File: src/rtl/ula_pkg.sv
`default_nettype none
// ============================================================================
//  Module      : ula_pkg
//  Description : Shared types and constants for the ULA result path
//                (FSM encoding and BCD digit constants).
//  Revision    : 1.0 - initial release
// ============================================================================
package ula_pkg;

    typedef enum logic [1:0] {
        IDLE  = 2'b00,
        SHIFT = 2'b01,
        DONE  = 2'b10
    } state_t;

    localparam int BCD_DIGIT_W    = 4;
    localparam int ADD3_THRESHOLD = 5;

endpackage : ula_pkg
`default_nettype wire

File: src/rtl/bcd_result_converter_if.sv
`default_nettype none
// ============================================================================
//  Module      : bcd_result_converter_if
//  Description : Start/busy/done handshake plus data buses between the
//                multiplier-side requester and the BCD converter.
//  Revision    : 1.0 - initial release
// ============================================================================
interface bcd_result_converter_if #(
    parameter int WIDTH  = 8,
    parameter int DIGITS = 3
);
    logic                start;
    logic [WIDTH-1:0]    bin;
    logic                busy;
    logic                done;
    logic [4*DIGITS-1:0] bcd;

    modport master (
        output start,
        output bin,
        input  busy,
        input  done,
        input  bcd
    );

    modport slave (
        input  start,
        input  bin,
        output busy,
        output done,
        output bcd
    );
endinterface : bcd_result_converter_if
`default_nettype wire

File: src/rtl/bcd_add3_digit.sv
`default_nettype none
// ============================================================================
//  Module      : bcd_add3_digit
//  Description : Double-dabble digit correction: adds 3 to a BCD digit that
//                is 5 or more so the following left shift carries correctly.
//  Revision    : 1.0 - initial release
// ============================================================================
module bcd_add3_digit
    import ula_pkg::*;
(
    input  wire logic [BCD_DIGIT_W-1:0] digit_in,
    output logic      [BCD_DIGIT_W-1:0] digit_out
);

    // Pre-shift digits never exceed 9, so the 4-bit sum cannot wrap.
    assign digit_out = (digit_in >= BCD_DIGIT_W'(ADD3_THRESHOLD))
                     ? digit_in + BCD_DIGIT_W'(3)
                     : digit_in;

endmodule : bcd_add3_digit
`default_nettype wire

File: src/rtl/bcd_result_converter.sv
`default_nettype none
// ============================================================================
//  Module      : bcd_result_converter
//  Description : Sequential binary-to-BCD converter (shift-and-add-3, one
//                bit per clock) feeding the seven-segment display drivers.
//  Revision    : 1.0 - initial release
// ============================================================================
module bcd_result_converter
    import ula_pkg::*;
#(
    parameter int WIDTH  = 8,
    parameter int DIGITS = 3
) (
    input  wire logic                    clk,
    input  wire logic                    rst,
    bcd_result_converter_if.slave        bus
);

    localparam int DIG_W  = BCD_DIGIT_W * DIGITS;
    localparam int WORK_W = DIG_W + WIDTH;
    localparam int CNT_W  = $clog2(WIDTH + 1);

    state_t             r_state;
    state_t             w_state_next;
    logic [WIDTH-1:0]   r_shift;
    logic [DIG_W-1:0]   r_digits;
    logic [CNT_W-1:0]   r_cnt;
    logic               r_busy;
    logic               r_done;
    logic [DIG_W-1:0]   r_bcd;

    logic [DIG_W-1:0]   w_corr;
    logic [WORK_W-1:0]  w_work;
    logic [WORK_W-1:0]  w_work_next;
    logic               w_last;

    // Per-digit add-3 correction applied before every shift.
    for (genvar k = 0; k < DIGITS; k++) begin : g_add3
        bcd_add3_digit u_add3 (
            .digit_in  (r_digits[BCD_DIGIT_W*k +: BCD_DIGIT_W]),
            .digit_out (w_corr  [BCD_DIGIT_W*k +: BCD_DIGIT_W])
        );
    end

    assign w_work      = {w_corr, r_shift};
    assign w_work_next = w_work << 1;
    assign w_last      = (r_cnt == CNT_W'(1));

    // State register.
    always_ff @(posedge clk or posedge rst) begin
        if (rst) begin
            r_state <= IDLE;
        end else begin
            r_state <= w_state_next;
        end
    end

    // Next-state logic: start is only honoured in IDLE; DONE lasts one cycle.
    always_comb begin
        w_state_next = r_state;
        case (r_state)
            IDLE:    if (bus.start) w_state_next = SHIFT;
            SHIFT:   if (w_last)    w_state_next = DONE;
            DONE:    w_state_next = IDLE;
            default: w_state_next = IDLE;
        endcase
    end

    // Datapath: capture on accept, correct-then-shift while converting,
    // and load the result from the final shifted digits on the last step.
    always_ff @(posedge clk or posedge rst) begin
        if (rst) begin
            r_shift  <= '0;
            r_digits <= '0;
            r_cnt    <= '0;
            r_bcd    <= '0;
        end else begin
            case (r_state)
                IDLE: begin
                    if (bus.start) begin
                        r_shift  <= bus.bin;
                        r_digits <= '0;
                        r_cnt    <= CNT_W'(WIDTH);
                    end
                end
                SHIFT: begin
                    r_shift  <= w_work_next[WIDTH-1:0];
                    r_digits <= w_work_next[WORK_W-1:WIDTH];
                    r_cnt    <= r_cnt - CNT_W'(1);
                    if (w_last) begin
                        r_bcd <= w_work_next[WORK_W-1:WIDTH];
                    end
                end
                default: ;
            endcase
        end
    end

    // Registered status flags, decoded from the state being entered.
    always_ff @(posedge clk or posedge rst) begin
        if (rst) begin
            r_busy <= 1'b0;
            r_done <= 1'b0;
        end else begin
            r_busy <= (w_state_next == SHIFT);
            r_done <= (w_state_next == DONE);
        end
    end

    assign bus.busy = r_busy;
    assign bus.done = r_done;
    assign bus.bcd  = r_bcd;

endmodule : bcd_result_converter
`default_nettype wire

File: src/flat_wrapper.sv
// flat-port wrapper written by rule: the top's interface ports become plain ports
module bcd_result_converter_flat import ula_pkg::*;
#(
    parameter int WIDTH  = 8,
    parameter int DIGITS = 3
)
  (clk, rst, bus_start, bus_bin, bus_busy, bus_done, bus_bcd);
  bcd_result_converter_if #(.WIDTH(WIDTH), .DIGITS(DIGITS)) bus_i ();
  input  wire logic clk;
  input  wire logic rst;
  input wire logic [$bits(bus_i.start)-1:0] bus_start;
  input wire logic [$bits(bus_i.bin)-1:0] bus_bin;
  output wire logic [$bits(bus_i.busy)-1:0] bus_busy;
  output wire logic [$bits(bus_i.done)-1:0] bus_done;
  output wire logic [$bits(bus_i.bcd)-1:0] bus_bcd;
  assign bus_i.start = bus_start;
  assign bus_i.bin = bus_bin;
  assign bus_busy = bus_i.busy;
  assign bus_done = bus_i.done;
  assign bus_bcd = bus_i.bcd;
  bcd_result_converter #(.WIDTH(WIDTH), .DIGITS(DIGITS)) u_core (.clk(clk), .rst(rst), .bus(bus_i));
endmodule
File: config.mk
export PLATFORM = sky130hd
export DESIGN_NAME = bcd_result_converter_flat
export DESIGN_NICKNAME = d
export VERILOG_FILES = /design/src/rtl/ula_pkg.sv /design/src/rtl/bcd_result_converter_if.sv /design/src/rtl/bcd_add3_digit.sv /design/src/rtl/bcd_result_converter.sv /design/src/flat_wrapper.sv
export SDC_FILE = /design/constraint.sdc
export NUM_CORES = 1
export LEC_CHECK = 0
export BUFFER_PORTS_ARGS = -buffer_cell sky130_fd_sc_hd__buf_2
export CORE_UTILIZATION = 45
export CTS_CLUSTER_SIZE = 10
export DETAILED_ROUTE_END_ITERATION = 12
export GPL_TIMING_DRIVEN = 0
export SETUP_SLACK_MARGIN = 0.5
export SLEW_MARGIN = 20
export SYNTH_ARGS = -nofsm -noshare
export SYNTH_HDL_FRONTEND = slang
export SYNTH_SLANG_ARGS = --single-unit
File: constraint.sdc
create_clock -name clk -period 2.4 [get_ports clk]
set_clock_uncertainty 0.2 [all_clocks]
set_input_delay 0.48 -clock clk [delete_from_list [all_inputs] [get_ports clk]]
set_output_delay 0.48 -clock clk [all_outputs]
set_load 0.03 [all_outputs]
After elaboration in Yosys (flattened, before gate mapping)
Index checks and enable logic that the tools add are counted.

word-level totals
  flip-flop bits (word level) = 40
  input port bits = 11
  output and inout bits = 14
  word-level logic and storage cells = 35

cells by class
  $add $sub $neg = 4
  order comparisons = 3
  equal/unequal tests = 5
  muxes and demuxes = 12
  reduce and logical (&&, ||, !) cells = 4

operators with widths
  cell                   number
  $pmux W12 S2           1
  $pmux W8 S2            1
  $ge A4 B3 Y1 const B   3
  $mux W12               1
  $mux W4                3
  $add A4 B2 Y4 const B  2
  $mux W8                1
  $pmux W4 S2            1
  $eq A2 B1 Y1 const B   2
  $eq A4 B1 Y1 const B   1
  $mux W2                2
  $pmux W2 S2            1
  $reduce_and A2 Y1      2
  $sub A4 B1 Y4 const B  1
  $add A3 B2 Y3 const B  1
  $mux W3                1
  $eq A2 B2 Y1 const B   1
  $logic_not A2 Y1       1
  $ne A2 B2 Y1 const B   1
  $reduce_bool A2 Y1     1

Depth between registers and ports, before layout
  depth after elaboration = 4
  depth in mapped cells = 7
  gate-level depth less buffers = 6

Modules after synthesis
A second synthesis with hierarchy kept.

unflattened totals
  cell total of the unflattened synthesis = 167
  area, all modules = 1928.1 um2

modules (own cells, without submodules)
  module                times used  cells each  area an instance (um2)  sequential area each (um2)
  bcd_result_converter  1           119         1624.1                  1001.0
  bcd_add3_digit        3           16          101.3                   0.0

Worst setup path before layout
No wires, ideal clock.

  kind = register to register
  start = register u_core.r_digits[0]
  end = register u_core.r_bcd[2] (netlist: u_core.bus.bcd[2])
  arrival = 1.331 ns
  required time = 2.075 ns
  slack = 0.744 ns
  stages on the path, launching flop included = 6
  buffers on the path = 0
  period minus slack after synthesis = 1.656 ns
  cell sequence = dfrtp_1 -> ha_1 -> nand2b_1 -> a21oi_1 -> mux2i_1 -> mux2_2

on the way
  word-level cells in the longest chain between the ends = 2

ends and longest elaborated chain
  item                                                  RTL line                                    source
  from (decl)                                           bcd_result_converter.sv:26                  logic [DIG_W-1:0] r_digits;
  from (signal assigned)                                bcd_result_converter.sv:88                  r_digits <= w_work_next[WORK_W-1:WIDTH];
  $add A4 B2 Y4 / $ge A4 B3 Y1 (equally long branches)  bcd_add3_digit.sv:17, bcd_add3_digit.sv:16
  $mux W4 (*)                                           bcd_add3_digit.sv:17                        ? digit_in + BCD_DIGIT_W'(3)
  to (signal assigned)                                  bcd_result_converter.sv:91                  r_bcd <= w_work_next[WORK_W-1:WIDTH];
  to (decl)                                             bcd_result_converter.sv:30                  logic [DIG_W-1:0] r_bcd;

Every way passes the cells marked *; elsewhere a longest branch is shown, timed or not.
A chain may end at the register's enable or synchronous reset.

Worst setup path after layout
  start = register u_core.r_cnt[1]
  end = register u_core.r_bcd[0] (netlist: u_core.bus.bcd[0])

on the way
  word-level cells in the longest chain between the ends = 2

ends and longest elaborated chain
  item                         RTL line                    source
  from (decl)                  bcd_result_converter.sv:27  logic [CNT_W-1:0] r_cnt;
  from (signal assigned)       bcd_result_converter.sv:83  r_cnt <= CNT_W'(WIDTH);
  from (signal assigned)       bcd_result_converter.sv:89  r_cnt <= r_cnt - CNT_W'(1);
  $eq A4 B1 Y1                 bcd_result_converter.sv:47  assign w_last = (r_cnt == CNT_W'(1));
  $reduce_and A2 Y1 (no line)  n/a

Every way passes these cells.

==> reports/metrics.yaml <==
timing:
  period_minus_slack_ps: 1780
  tightest_slew_ps: 418
  fin_ws_ps: 618
  final_hold_viol_count: 0
  fmax_ghz: 0.561
  drv_slew: 0
  rsz0062_at_grt: "no"
  hold_ws_ps: 243
  setup_violations: 0
  fin_crit_sh_pct: 74.3
  slew_headroom_pct: 72.1
  tns_ps: 0
critical_path:
  cp-end-kind: "flop"
  crit_fanout: 9
  startpoint_type: "flop"
  critical_path_arrival_ps: 1760
  path_class: "reg2reg"
  worstPathRequired_ps: 2380
route:
  first_pass_iters: 4
  final_antenna_net_count: 0
  wl_per_cell_um: 14.4
  routed_wl_mm: 3.66
  viasPerCell: 5.31
  drt_iter0_drc: 84
  drc: 0
  vias: 1354
placed_design:
  dpl_worst_slack_ps: 603
  port_buffers: 24
  gp_congestion: 0.766
  dpl.hpwl_mm: 2.56
yosys:
  yosysMostFrequentCell: "dfrtp_1"
  synth_top_area_share_pct: 52.7
  synth_area_um2: 1900
  synth_edf_count: 0
  synthArstFlopShare_pct: 100
  syn_nets: 190
  synth_seq_cells: 40
  synthTopCellsByArea: "dfrtp_1 53%, ha_1 5.3%, o21ai_0 5.3%, mux2_2 4.7%, a22o_1 3.7%"
  netlist_instances: 171
  ys_warn_count: 0
  synth_flop_cell: "dfrtp_1"
  netlist-cell-type-count: 29
  synthTopCellsByCount: "40 x dfrtp_1, 20 x o21ai_0, 15 x nand2_1"
  seq_area_frac_synth_pct: 52.7
  syn_avg_cell_area_um2: 11.1
  synth_top_area_cell: "dfrtp_1"
cells_and_area:
  synthToLayoutAreaGrowth_pct: 17.9
  fin_nets: 223
  n_antenna_cell: 0
  n_fill_cell: 377
  drive_gt1_share_pct: 28.8
floorplanning:
  die_area_um2: 4480
  die_x_um: 66.9
  start_util_pct: 47.1
  die_height_um: 66.9
  rows: 23
  pin_count: 25
  core_um2: 4030
clock_network:
  clock-root-buffer: "clkbuf_8"
  cts_max_level: 2
  cts_tree: "yes"
  clockBufferDepth: 2
  post_cts_buffers: 0
  clk_latency_ps: 300
  cts_buffers: 5
  clk_pin_slew_ps: 80
  clock-sinks: 40
flow_run:
  drv_cap: 0
run_status:
  outcome: "finished, final reports clean"
grt:
  grt_overflow: 0
  track_usage_pct: 19.5
  grt_pass1_wl_mm: 6.36
  grt_antenna_before_repair: 0
  grt_pass1_vias: 1409
  grt_max_degree: 25
power:
  power_mw: 3.31
  p_leak_nw: 1.03
  peakVddDrop_mv: 0.593
  powerDensity_nw_per_um2: 1480
hold_path:
  hold_path.class: "in2reg"
## routing by layer
layer	vias up	share of wire [%]	track usage, %
met4	0	1.8	8.51
met1	652	47	24.5
li1	664	-	-
met5	-	0	0
met2	30	48	31.8
met3	8	3.7	4.62
## worst paths after layout
path | from | end | cells after the start | slack, ps
worst min-delay path | bus_bin[0] | u_core.r_shift[0] | 2 | 240
max in group asynchronous | rst | u_core.r_shift[4] | 4 | 1030
worst min register to register | u_core.r_shift[3] | u_core.r_shift[3] | 2 | 290
worst max-delay path | u_core.r_cnt[1] | u_core.bus.bcd[0] | 5 | 620
worst max register to register | u_core.r_cnt[1] | u_core.bus.bcd[0] | 5 | 620
min in group asynchronous | rst | u_core.r_digits[11] | 3 | 510
## cell type report
| cell class | instances | area (um2) | area share [%] |
|---|---|---|---|
| flip-flops and latches | 40 | 1000 | 44.7 |
| multi-input cells | 113 | 823 | 36.8 |
| repair buffers | 26 | 158 | 7.05 |
| clock buffers | 6 | 72.6 | 3.24 |
| well taps | 50 | 62.6 | 2.80 |
| plain buffers | 8 | 47.5 | 2.13 |
| inverters | 10 | 37.5 | 1.68 |
| clock inverters | 2 | 35.0 | 1.57 |
## registers in the layout (all words and copies together), names as in the netlist
name and count:
u_core.bus.done 1, u_core.bus.bcd 12, u_core.r_digits 12, u_core.r_state 2, u_core.r_cnt 4, u_core.r_shift 8, u_core.bus.busy 1
## metrics by stage
step           utilization (%)  std cells  cell area (um2)
2_1_floorplan                -        171             1900
3_3_place_gp              51.6        245             2080
3_5_place_dp              52.3        246             2110
4_1_cts                   55.2        255             2230
5_1_grt                   55.5        255             2240
6_report                  55.5        255             2240
## worst max-delay path, cell delays in order, from the launching register on
cell	delay, ps
dfrtp_1	410
inv_1	90
ha_1	200
nand4bb_4	180
nor2_8	240
mux2_2	360
## logic make-up after synthesis
group	count (synthesis)	share of synthesized area, %
AOI/OAI and AO/OA	48	16.5
and+or+nand+nor	43	13.3
DFF	40	52.7
buffers and inverters	18	4.48
muxes	11	6.33
adders and majority gates	8	5.27
xor gates and xnor gates	3	1.38
## timing repair
action / in CTS / in global routing
hold buffers: 1 / 0
resized for setup: 0 / 3
endpoints found under the hold margin: 16 / 0
setup endpoints to repair: 0 / 3
## report_power, final
group / switching (mW) / internal [mW]
Clock: 0.239 / 0.309
Combinational: 0.895 / 0.655
Sequential: 0.235 / 0.982
## cells in the final DEF (no fill, tap or decap), types with 6 or more instances in the layout
| cell type | Yosys | layout |
|---|---|---|
| ha_1 | 8 | 8 |
| nor2_1 | 6 | 6 |
| a22o_1 | 8 | 8 |
| buf_2 | 5 | 29 |
| mux2_2 | 8 | 8 |
| inv_1 | 10 | 9 |
| dfrtp_1 | 40 | 40 |
| o21ai_0 | 20 | 20 |
| nand2_1 | 15 | 15 |
| a22oi_1 | 7 | 7 |
No activity file was read; power rests on OpenSTA's default activity.
